$ cat src/rtl/pipeline_hazard_ctrl.sv
// Hazard/sequencing controller for the 5-stage RV32I pipeline: stall/flush
// generation, imem wait states, dmem back-pressure, post-reset purge, stall counter.
module pipeline_hazard_ctrl #(
  parameter int unsigned IMEM_WAIT   = 0,
  parameter int unsigned INIT_CYCLES = 3,
  parameter int unsigned CNT_W       = 32
) (
  input  logic             clk,
  input  logic             rst,
  input  logic             MemReadE,
  input  logic [4:0]       RdE,
  input  logic [4:0]       Rs1D,
  input  logic [4:0]       Rs2D,
  input  logic             PCSrcE,
  input  logic             dmem_busy,
  output logic             StallF,
  output logic             StallD,
  output logic             StallE,
  output logic             FlushD,
  output logic             FlushE,
  output logic             fetch_valid,
  output logic [CNT_W-1:0] stall_cnt
);

  localparam int unsigned   WC_W     = 4;
  localparam logic [WC_W-1:0] WAIT_LD  = WC_W'(IMEM_WAIT);
  localparam logic [WC_W-1:0] INIT_LD  = WC_W'(INIT_CYCLES - 1);
  localparam bit            HAS_WAIT = (IMEM_WAIT != 0);

  typedef enum logic [1:0] {
    S_INIT  = 2'd0,
    S_RUN   = 2'd1,
    S_IWAIT = 2'd2
  } state_t;

  state_t           r_state, w_state_nxt;
  logic [WC_W-1:0]  r_wc, w_wc_nxt;
  logic [WC_W-1:0]  r_init_cnt, w_init_nxt;
  logic [CNT_W-1:0] r_stall_cnt;
  logic             w_lu;

  assign w_lu = MemReadE & (RdE != 5'd0) & ((RdE == Rs1D) | (RdE == Rs2D));

  // State, wait counter and purge counter
  always_ff @(posedge clk or posedge rst) begin
    if (rst) begin
      r_state    <= S_INIT;
      r_wc       <= WAIT_LD;
      r_init_cnt <= INIT_LD;
    end else begin
      r_state    <= w_state_nxt;
      r_wc       <= w_wc_nxt;
      r_init_cnt <= w_init_nxt;
    end
  end

  // Next state and control outputs; priority INIT > dmem_busy > PCSrcE > lu > IWAIT
  always_comb begin
    w_state_nxt = r_state;
    w_wc_nxt    = r_wc;
    w_init_nxt  = r_init_cnt;
    StallF      = 1'b0;
    StallD      = 1'b0;
    StallE      = 1'b0;
    FlushD      = 1'b0;
    FlushE      = 1'b0;
    fetch_valid = (r_state != S_INIT) && (r_wc == '0);
    case (r_state)
      S_INIT: begin
        StallF = 1'b1;
        FlushD = 1'b1;
        FlushE = 1'b1;
        if (r_init_cnt == '0) begin
          w_state_nxt = HAS_WAIT ? S_IWAIT : S_RUN;
          w_wc_nxt    = WAIT_LD;
        end else begin
          w_init_nxt = r_init_cnt - WC_W'(1);
        end
      end
      default: begin
        if (dmem_busy) begin
          StallF = 1'b1;
          StallD = 1'b1;
          StallE = 1'b1;
        end else if (PCSrcE) begin
          FlushD      = 1'b1;
          FlushE      = 1'b1;
          w_wc_nxt    = WAIT_LD;
          w_state_nxt = HAS_WAIT ? S_IWAIT : S_RUN;
        end else begin
          if (w_lu) begin
            StallF = 1'b1;
            StallD = 1'b1;
            FlushE = 1'b1;
          end
          if (r_state == S_IWAIT) begin
            // Fetch still outstanding: bubble into D unless D is being held
            StallF   = 1'b1;
            FlushD   = ~w_lu;
            w_wc_nxt = r_wc - WC_W'(1);
            if (r_wc == WC_W'(1)) w_state_nxt = S_RUN;
          end else if (!w_lu && HAS_WAIT) begin
            w_state_nxt = S_IWAIT;
            w_wc_nxt    = WAIT_LD;
          end
        end
      end
    endcase
  end

  // Saturating count of cycles with the PC held
  always_ff @(posedge clk or posedge rst) begin
    if (rst) begin
      r_stall_cnt <= '0;
    end else if (StallF && (r_stall_cnt != '1)) begin
      r_stall_cnt <= r_stall_cnt + CNT_W'(1);
    end
  end

  assign stall_cnt = r_stall_cnt;

endmodule

$ cat config.mk
export PLATFORM = sky130hd
export DESIGN_NAME = pipeline_hazard_ctrl
export DESIGN_NICKNAME = d
export VERILOG_FILES = /design/src/rtl/pipeline_hazard_ctrl.sv
export SDC_FILE = /design/constraint.sdc
export NUM_CORES = 1
export LEC_CHECK = 0
export ABC_AREA = 1
export ABC_CLOCK_PERIOD_IN_PS = 1760
export BUFFER_PORTS_ARGS = -buffer_cell sky130_fd_sc_hd__buf_2
export CORE_MARGIN = 2
export CORE_UTILIZATION = 55
export CTS_CLUSTER_SIZE = 12
export DETAILED_ROUTE_END_ITERATION = 10
export GPL_TIMING_DRIVEN = 0
export HOLD_SLACK_MARGIN = 0.08
export PLACE_DENSITY = 0.8
export SLEW_MARGIN = 0
export SYNTH_ARGS = -nofsm -noshare
export SYNTH_HDL_FRONTEND = slang
export SYNTH_SLANG_ARGS = --single-unit
$ cat constraint.sdc
create_clock -name clk -period 1.76 [get_ports clk]
set_input_delay 0.088 -clock clk [delete_from_list [all_inputs] [get_ports clk]]
set_output_delay 0.088 -clock clk [all_outputs]
set_load 0.005 [all_outputs]
; ---- Word level (Yosys, flattened, before mapping)
; Cells that the tools add are included.
[totals]
reg_bits = 42
in_bits = 20
[classes]
addsub = 3
eq_ne = 7
mux = 28
n_bitwise = 5
reduce_logical = 12
[op_table]
columns = op, count
row1 = "32-bit by 1-bit adder with 32-bit output, second input constant", 1
row2 = "32-bit inequality test, second input constant", 1
row3 = 4-bit two-way mux, 5
row4 = 1-bit two-way mux, 17
row5 = 2-bit two-way mux, 6
row6 = 5-bit == test, 2
row7 = 4-bit zero test, 2
row8 = "4-bit by 1-bit subtractor with 4-bit output, second input constant", 2
row9 = 3-bit nonzero test, 2
row10 = 5-bit nonzero test, 1
row11 = "4-bit by 1-bit == test with 1-bit output, second input constant", 1
row12 = 4-bit AND reduction, 1
row13 = 3-bit AND reduction, 1
row14 = 1-bit bitwise AND, 2
row15 = "2-bit == test, second input constant", 1
row16 = 1-bit logical AND, 2
row17 = 2-bit zero test, 1
row18 = "2-bit by 1-bit inequality test with 1-bit output, second input constant", 1
row19 = "2-bit inequality test, second input constant", 1
row20 = 1-bit inverter, 2
row21 = 2-bit AND reduction, 1
row22 = 2-bit nonzero test, 1
row23 = 1-bit OR, 1

; ---- Longest topological paths before layout
; Gate-level depths: netlist (run 1).
[logic_depth]
word_depth = 9
depth_mapped = 12
mapped_depth_nobuf = 11

; ---- Worst setup path after synthesis (run 1)
; No wires, ideal clock.
[synth_path]
path_type = register to register
from = register r_stall_cnt[0] (netlist: stall_cnt[0])
to = register r_stall_cnt[5] (netlist: stall_cnt[5])
setup_time_ns = 0.117
arrival_ns = 1.511
t_required_ns = 1.643
path_slack_ns = 0.132
path_stages_with_launch = 10
n_path_buf = 1
period_less_slack_ns = 1.628
path_cell_list = dfrtp_1 > ha_1 > nand2_1 > nor2_4 > nand2_2 > nor2_4 > nand3_4 > buf_2 > nand3_1 > nand2_1
[synth_between]
elab_chain_len = 2
elab_cells_between_ends = 3
[synth_lines]
columns = item, line
row1 = "start, declared", 39  ; logic [CNT_W-1:0] r_stall_cnt;
row2 = "start signal, assigned", 116  ; r_stall_cnt <= r_stall_cnt + CNT_W'(1);
row3 = "parallel branches: the longest is 2 deep, another holds 32-bit by 1-bit adder with 32-bit output", -
; Parallel ways; which one is timed is not known.
; A chain may end at the register's enable or synchronous reset.

; ---- Worst setup path in the final report (run 1)
[layout_path]
from = register r_stall_cnt[0] (netlist: stall_cnt[0])
to = register r_stall_cnt[2] (netlist: stall_cnt[2])
; Same word-level chain as after synthesis.

==> results of run 1 <==
==> timing repair <==
item | CTS | global route
buffers inserted | 6 | 11
hold buffers | 1 | 0
cloned | 0 | 3
resized for setup | 5 | 50
setup endpoints to repair | 29 | 32
pin swaps | 1 | 13
hold endpoints to repair | 40 | 0
==> placed cells by master (no fill, tap or decap), types with 2 or more instances in the layout <==
cell and n:
a21oi_1 2, ha_1 2, dfrtp_2 9, xnor2_1 6, nand2_1 148, dfrtp_1 31
buf_4 16, nor2_2 8, nand2_4 2, nor2_1 38, nor2_4 6, nand3_1 46
nand4_1 6, xor2_1 13, nor3_1 6, buf_6 5, clkbuf_8 6, nor3_2 2
inv_1 51, nor3_4 2, buf_2 61, nand2_2 17, inv_2 6, nand3b_1 5
o21ai_0 6, nand3_2 4
==> worst register-to-register path, cell delays in order (launching register included) <==
cell and delay (ns):
dfrtp_1 0.36, buf_6 0.11, ha_4 0.15, nand2_4 0.06
nor2_4 0.21, nand2_2 0.09, nor2_4 0.13, nand3_4 0.18
nand2_8 0.18, buf_4 0.15, nand2_1 0.06, nand2_1 0.06
==> registers in the layout (all words and copies together), names as in the netlist <==
register    flops
r_init_cnt      4
stall_cnt      32
r_state         1
r_wc            4
==> worst min-delay path by stage <==
stage / from / end / slack [ns] / cells after the start
after global placement: r_wc[0] / r_wc[0] / 0.48 / 2
after global routing: dmem_busy / r_wc[1] / 0.45 / 5
after floorplan: dmem_busy / StallE / 0.28 / 2
after detailed placement: rst / r_wc[1] / 0.31 / 2
final: dmem_busy / r_wc[1] / 0.34 / 5
after CTS: dmem_busy / stall_cnt[27] / 0.32 / 6
==> layer usage <==
layer / up-vias / GRT usage, %
li1: 1511 / -
met1: 1417 / 34.91
met2: 146 / 42.62
met3: 25 / 5.159
met4: 0 / 6.628
met5: - / 0
==> through the flow <==
step | instances | setup TNS [ns] | utilization [%] | power, mW
2_1_floorplan | 430 | 0 | - | 1.270
3_3_place_gp | 557 | -1.411 | 63.62 | 1.390
3_5_place_dp | 557 | -1.698 | 63.62 | 1.399
4_1_cts | 572 | 0 | 67.39 | 2.223
5_1_grt | 586 | -2.364 | 72.98 | 2.421
6_report | 586 | -0.2593 | 72.98 | 2.320
==> layout make-up <==
type | count | area (sq um)
clock inverter | 2 | 37.54
sequential | 41 | 1039
timing repair buffer | 77 | 462.9
buffer | 8 | 68.82
tap | 70 | 87.58
fill | 403 | 1363
clock buffer | 6 | 82.58
inverter | 57 | 214.0
multi-input combinational | 325 | 1688
==> power groups by stage <==
stage               logic (mW)  clock network [mW]  registers, mW
detailed placement       0.330                   0           1.07
finish                   0.445               0.802           1.07
global placement         0.320                   0           1.07
floorplan                0.204                   0           1.07
CTS                      0.367               0.809           1.05
global route             0.497               0.844           1.08
==> cells by family (layout without fill, tap and decap cells) <==
group / after synthesis / count (layout) / synth area share (%)
buf+inv: 65 / 150 / 9.400
simple gates: 293 / 294 / 45.46
flops: 41 / 41 / 36.23
xor+xnor: 19 / 19 / 5.869
compound gates: 9 / 9 / 1.721
fa+ha+maj: 3 / 3 / 1.324
==> impl_metrics.yaml, run 1 <==
cells_and_area:
  syn_to_final_growth_pct: 29.79
  drive_gt1_share_pct: 29.46
  fin_area_sq_um: 3680
  fin_nets: 538
  diodes: 0
power:
  switchingPower_mw: 0.6561
  peakVddDrop_mv: 0.3808
  comb_power_share_pct: 19.2
  swShare_pct: 28.28
  seqPwrFrac_pct: 46.2
  power_density_nw_per_um2: 630.4
  p_leak_nw: 1.963
  p_int_mw: 1.664
  pwr-share-clk_pct: 34.6
critical_path:
  slowest_delay_ns: 0.36
  critPathRequiredTime_ns: 1.99
  cp_slowest_cell: "dfrtp_1"
  critPathLaunchType: "flop"
  timing.rr.end: "stall_cnt[2]"
  endpoint: "stall_cnt[2]"
  cp-startpoint: "stall_cnt[0]"
  reg2reg_from: "stall_cnt[0]"
  crit_cells: 11
  worstPathCellList: "buf_6 -> ha_4 -> nand2_4 -> nor2_4 -> nand2_2 -> nor2_4 -> nand3_4 -> nand2_8 -> buf_4 -> nand2_1 -> nand2_1"
  crit_buf_inv: 2
  crit_arrival_ns: 2.03
  cp_max_fo: 6
  reg2reg_slack_ns: -0.04
  reg2reg_depth: 11
  end_kind: "flop"
  critical_path_class: "reg2reg"
  cp_top_family: "simple AND/OR/NAND/NOR gates"
synth:
  netlist_area_sq_um: 2835
  ys_top_cells_by_area: "dfrtp_1, nand2_1, nand3_1, inv_1, nor2_1"
  yosysMostFrequentCell: "nand2_1"
  seq_area_frac_synth_pct: 36.23
  synth_warnings: 0
  synth_edf_count: 0
  yosys.area.top_type_share_pct: 35.30
  synth_cell_types: 26
  synth_ff_type: "dfrtp_1"
  synthTopCellsByCount: "nand2_1, inv_1, nand3_1"
  synth_nets: 453
  avgSynthCellArea_sq_um: 6.594
  ys_seq_elements: 41
  synth_cells: 430
  yosysTopAreaCell: "dfrtp_1"
  synth-async-reset-ratio_pct: 100.0
timing:
  tightestPinTransition_ns: 0.8314
  hold_viol: 0
  slew_viol_final: 0
  fin_skew_ns: 0.009359
  setup_viol: 18
  relSlewSlack_pct: 44.49
  post-route-worst-setup-slack_ns: -0.03726
  rsz0062_at_grt: "true"
  fin_crit_ns: 1.797
  fin_hold_ws_ns: 0.3393
  final.period_utilization_pct: 102.1
  fmax_mhz: 556.4
clocking:
  cts_made_buffers: 5
  clock-sinks: 41
  htree_levels: 2
  cts_buffer_depth: 2
  clkTransAtPathRegs_ns: 0.08
  cts_tree: "built"
  clk_latency_ns: 0.30
  root_buffer: "clkbuf_8"
detailed_routing:
  vias_per_cell: 5.288
  first_pass_iters: 6
  drt_iter0_drc: 336
  ant_nets: 0
  wl_met1_um: 3326
  drc: 0
  maxUsedRoutingLayer: "met4"
  totalWireLength_um: 7964
  routedWlPerCell_um: 13.59
  wl_met2_um: 3914
  wl_met3_um: 499
  routed-via-count: 3099
die:
  dieArea_sq_um: 5745
  die_width_um: 75.80
  core-area_sq_um: 5042
  start_util_pct: 56.23
  io-pin-count: 58
  fp.dieH_um: 75.80
  rows: 26
placed_design:
  post-dp-hpwl_um: 5335
  dpl_cell_area_sq_um: 3208
  dp_slack_ns: -0.08933
  port_buffers: 57
  gp_congestion: 0.9242
run_status:
  status: "complete, but fails checks"
  violations: "negative setup slack"
grt:
  grt_pass1_wl_um: 11560
  grtUsageTotal_pct: 25.93
  grt_max_degree: 42
  grt_remaining_overflow: 0
  antenna_found_initial: 0
  grt_pass1_vias: 2568
min_path:
  min-delay-path-class: "in2reg"
job:
  timing.max_cap.violations: 0
(Power assumes the default switching activity.)
==> run 2, diff against run 1 <==
Settings changed: CORE_MARGIN 2 to unset, SLEW_MARGIN 0 to 25.
==> impl_metrics.yaml, run 2 (synthesis gave the netlist of run 1 again) <==
cells_and_area:
  mostFrequentLayoutCells: "nand2_1, buf_2, inv_1"
  nFillCells: 370
  fin_nets: 535
  drive_gt1_share_pct: 29.04
  fin_area_sq_um: 3702
  layout_commonest_cell: "nand2_1"
  largest_reg_flops: 32
  syn_to_final_growth_pct: 30.58
  multi_input_area_sq_um: 1709
  instances_no_fill: 580
  diodes: 0
  regArea_sq_um: 1037
critical_path:
  critPathRequiredTime_ns: 2.01
  cp_slowest_cell: "dfrtp_1"
  critical_path_class: "reg2reg"
  critPathLaunchType: "flop"
  slowest_delay_ns: 0.41
  end_kind: "flop"
  worstPathCellList: "ha_4 -> nand2_4 -> nor2_4 -> buf_6 -> nand2_4 -> nor2_4 -> nand3_4 -> nand2_8 -> buf_12 -> nand2_4 -> nand2_2"
  cp_max_fo: 5
  crit_top_cell: "nand2_4"
  crit_arrival_ns: 2.07
placed_design:
  post-dp-hpwl_um: 5403
  post-place-cells: 555
  dp_slack_ns: -0.1298
  gp_congestion: 0.9475
  port_buffers: 57
  dpl_cell_area_sq_um: 3232
grt:
  grt_remaining_overflow: 0
  grt_pass1_wl_um: 12280
  use_met1_pct: 41.57
  grt_pass1_vias: 2626
  top_usage_layer: "met2"
  antenna_found_initial: 0
  grt_max_degree: 22
  gr-usage-met2_pct: 46.69
  grtUsageMet3_pct: 4.252
  grtUsageTotal_pct: 29.60
timing:
  fin_skew_ns: 0.007949
  rsz0062_at_grt: "true"
  hold_viol: 0
  tightestPinTransition_ns: 0.4973
  post-route-worst-setup-slack_ns: -0.06663
  fin_crit_ns: 1.827
  slew_viol_final: 0
  finalSetupTns_ns: -1.153
  final.period_utilization_pct: 103.8
  relSlewSlack_pct: 66.80
  setup_viol: 27
  fmax_mhz: 547.5
clocking:
  root_buffer: "clkbuf_8"
  htree_levels: 2
  cts_made_buffers: 5
  cts_tree: "built"
  clk_latency_ns: 0.30
  clkTransAtPathRegs_ns: 0.09
  clock-sinks: 41
  cts_buffer_depth: 2
power:
  p_leak_nw: 1.996
  peakVddDrop_mv: 0.5889
  power_density_nw_per_um2: 635.4
  total_power_mw: 2.352
detailed_routing:
  drt_iter0_drc: 280
  vias_per_cell: 5.284
  drc: 0
  routedWlPerCell_um: 13.52
  totalWireLength_um: 7842
  first_pass_iters: 7
  ant_nets: 0
  routed-via-count: 3065
run_status:
  status: "complete, but fails checks"
  violations: "negative setup slack"
die:
  dieArea_sq_um: 5446
  core-area_sq_um: 4848
  start_util_pct: 58.48
  io-pin-count: 58
  fp.dieH_um: 73.80
  die_width_um: 73.80
  rows: 25
min_path:
  min-delay-path-class: "in2async"
job:
  timing.max_cap.violations: 0
==> run 2: through the flow <==
stage,utilization (%),hold slack (ns)
2_1_floorplan,-,0.2784
3_3_place_gp,66.09,0.4772
3_5_place_dp,66.66,0.1397
4_1_cts,71.82,0.3294
5_1_grt,76.36,0.3858
6_report,76.36,0.3384
==> run 2: final cells by class <==
type | count | area share, %
clock buffers | 6 | 2.230
repair buffers | 74 | 12.54
clock inverters | 2 | 1.014
inverters | 57 | 5.779
plain buffers | 8 | 1.994
multi-input cells | 325 | 46.16
flip-flops and latches | 41 | 28.02
well taps | 67 | 2.264
==> run 2: power breakdown <==
group	switching (mW)	leakage (nW)	total (mW)	internal, mW
clock	0.361	0.0574	0.823	0.462
sequential	0.0778	0.544	1.07	0.991
combinational	0.238	1.39	0.461	0.223
==> run 2: path summary, 6_finish.rpt <==
path	startpoint	end	slack, ns	cells after the start
worst max-delay path	stall_cnt[0]	stall_cnt[22]	-0.07	11
worst min-delay path	rst	stall_cnt[18]	0.34	3
max in group asynchronous	rst	stall_cnt[9]	0.92	4
min in group clk	dmem_busy	r_wc[2]	0.34	5
worst max register to register	stall_cnt[0]	stall_cnt[22]	-0.07	11
worst min register to register	r_wc[3]	r_wc[3]	0.50	2
==> run 2: timing repair <==
action / CTS / global route
buffers inserted: 8 / 5
pin swaps: 4 / 19
gates resized for setup: 12 / 49
setup endpoints to repair: 31 / 32
gates cloned: 1 / 2
hold buffers: 1 / 0
endpoints found under the hold margin: 19 / 0
==> run 2: critical path: cells and delay by family (launching register included) <==
family / cells / cell delay [ns]
adders and majority gates: 1 / 0.19
buffers and inverters: 2 / 0.29
DFF: 1 / 0.41
and+or+nand+nor: 8 / 0.88
==> run 2: routing by layer <==
| layer | wire [um] | part of all wire, % |
|---|---|---|
| met5 | 0 | 0 |
| met4 | 252 | 3.2 |
| met3 | 471 | 6.0 |
| met2 | 3700 | 47 |
| met1 | 3418 | 44 |
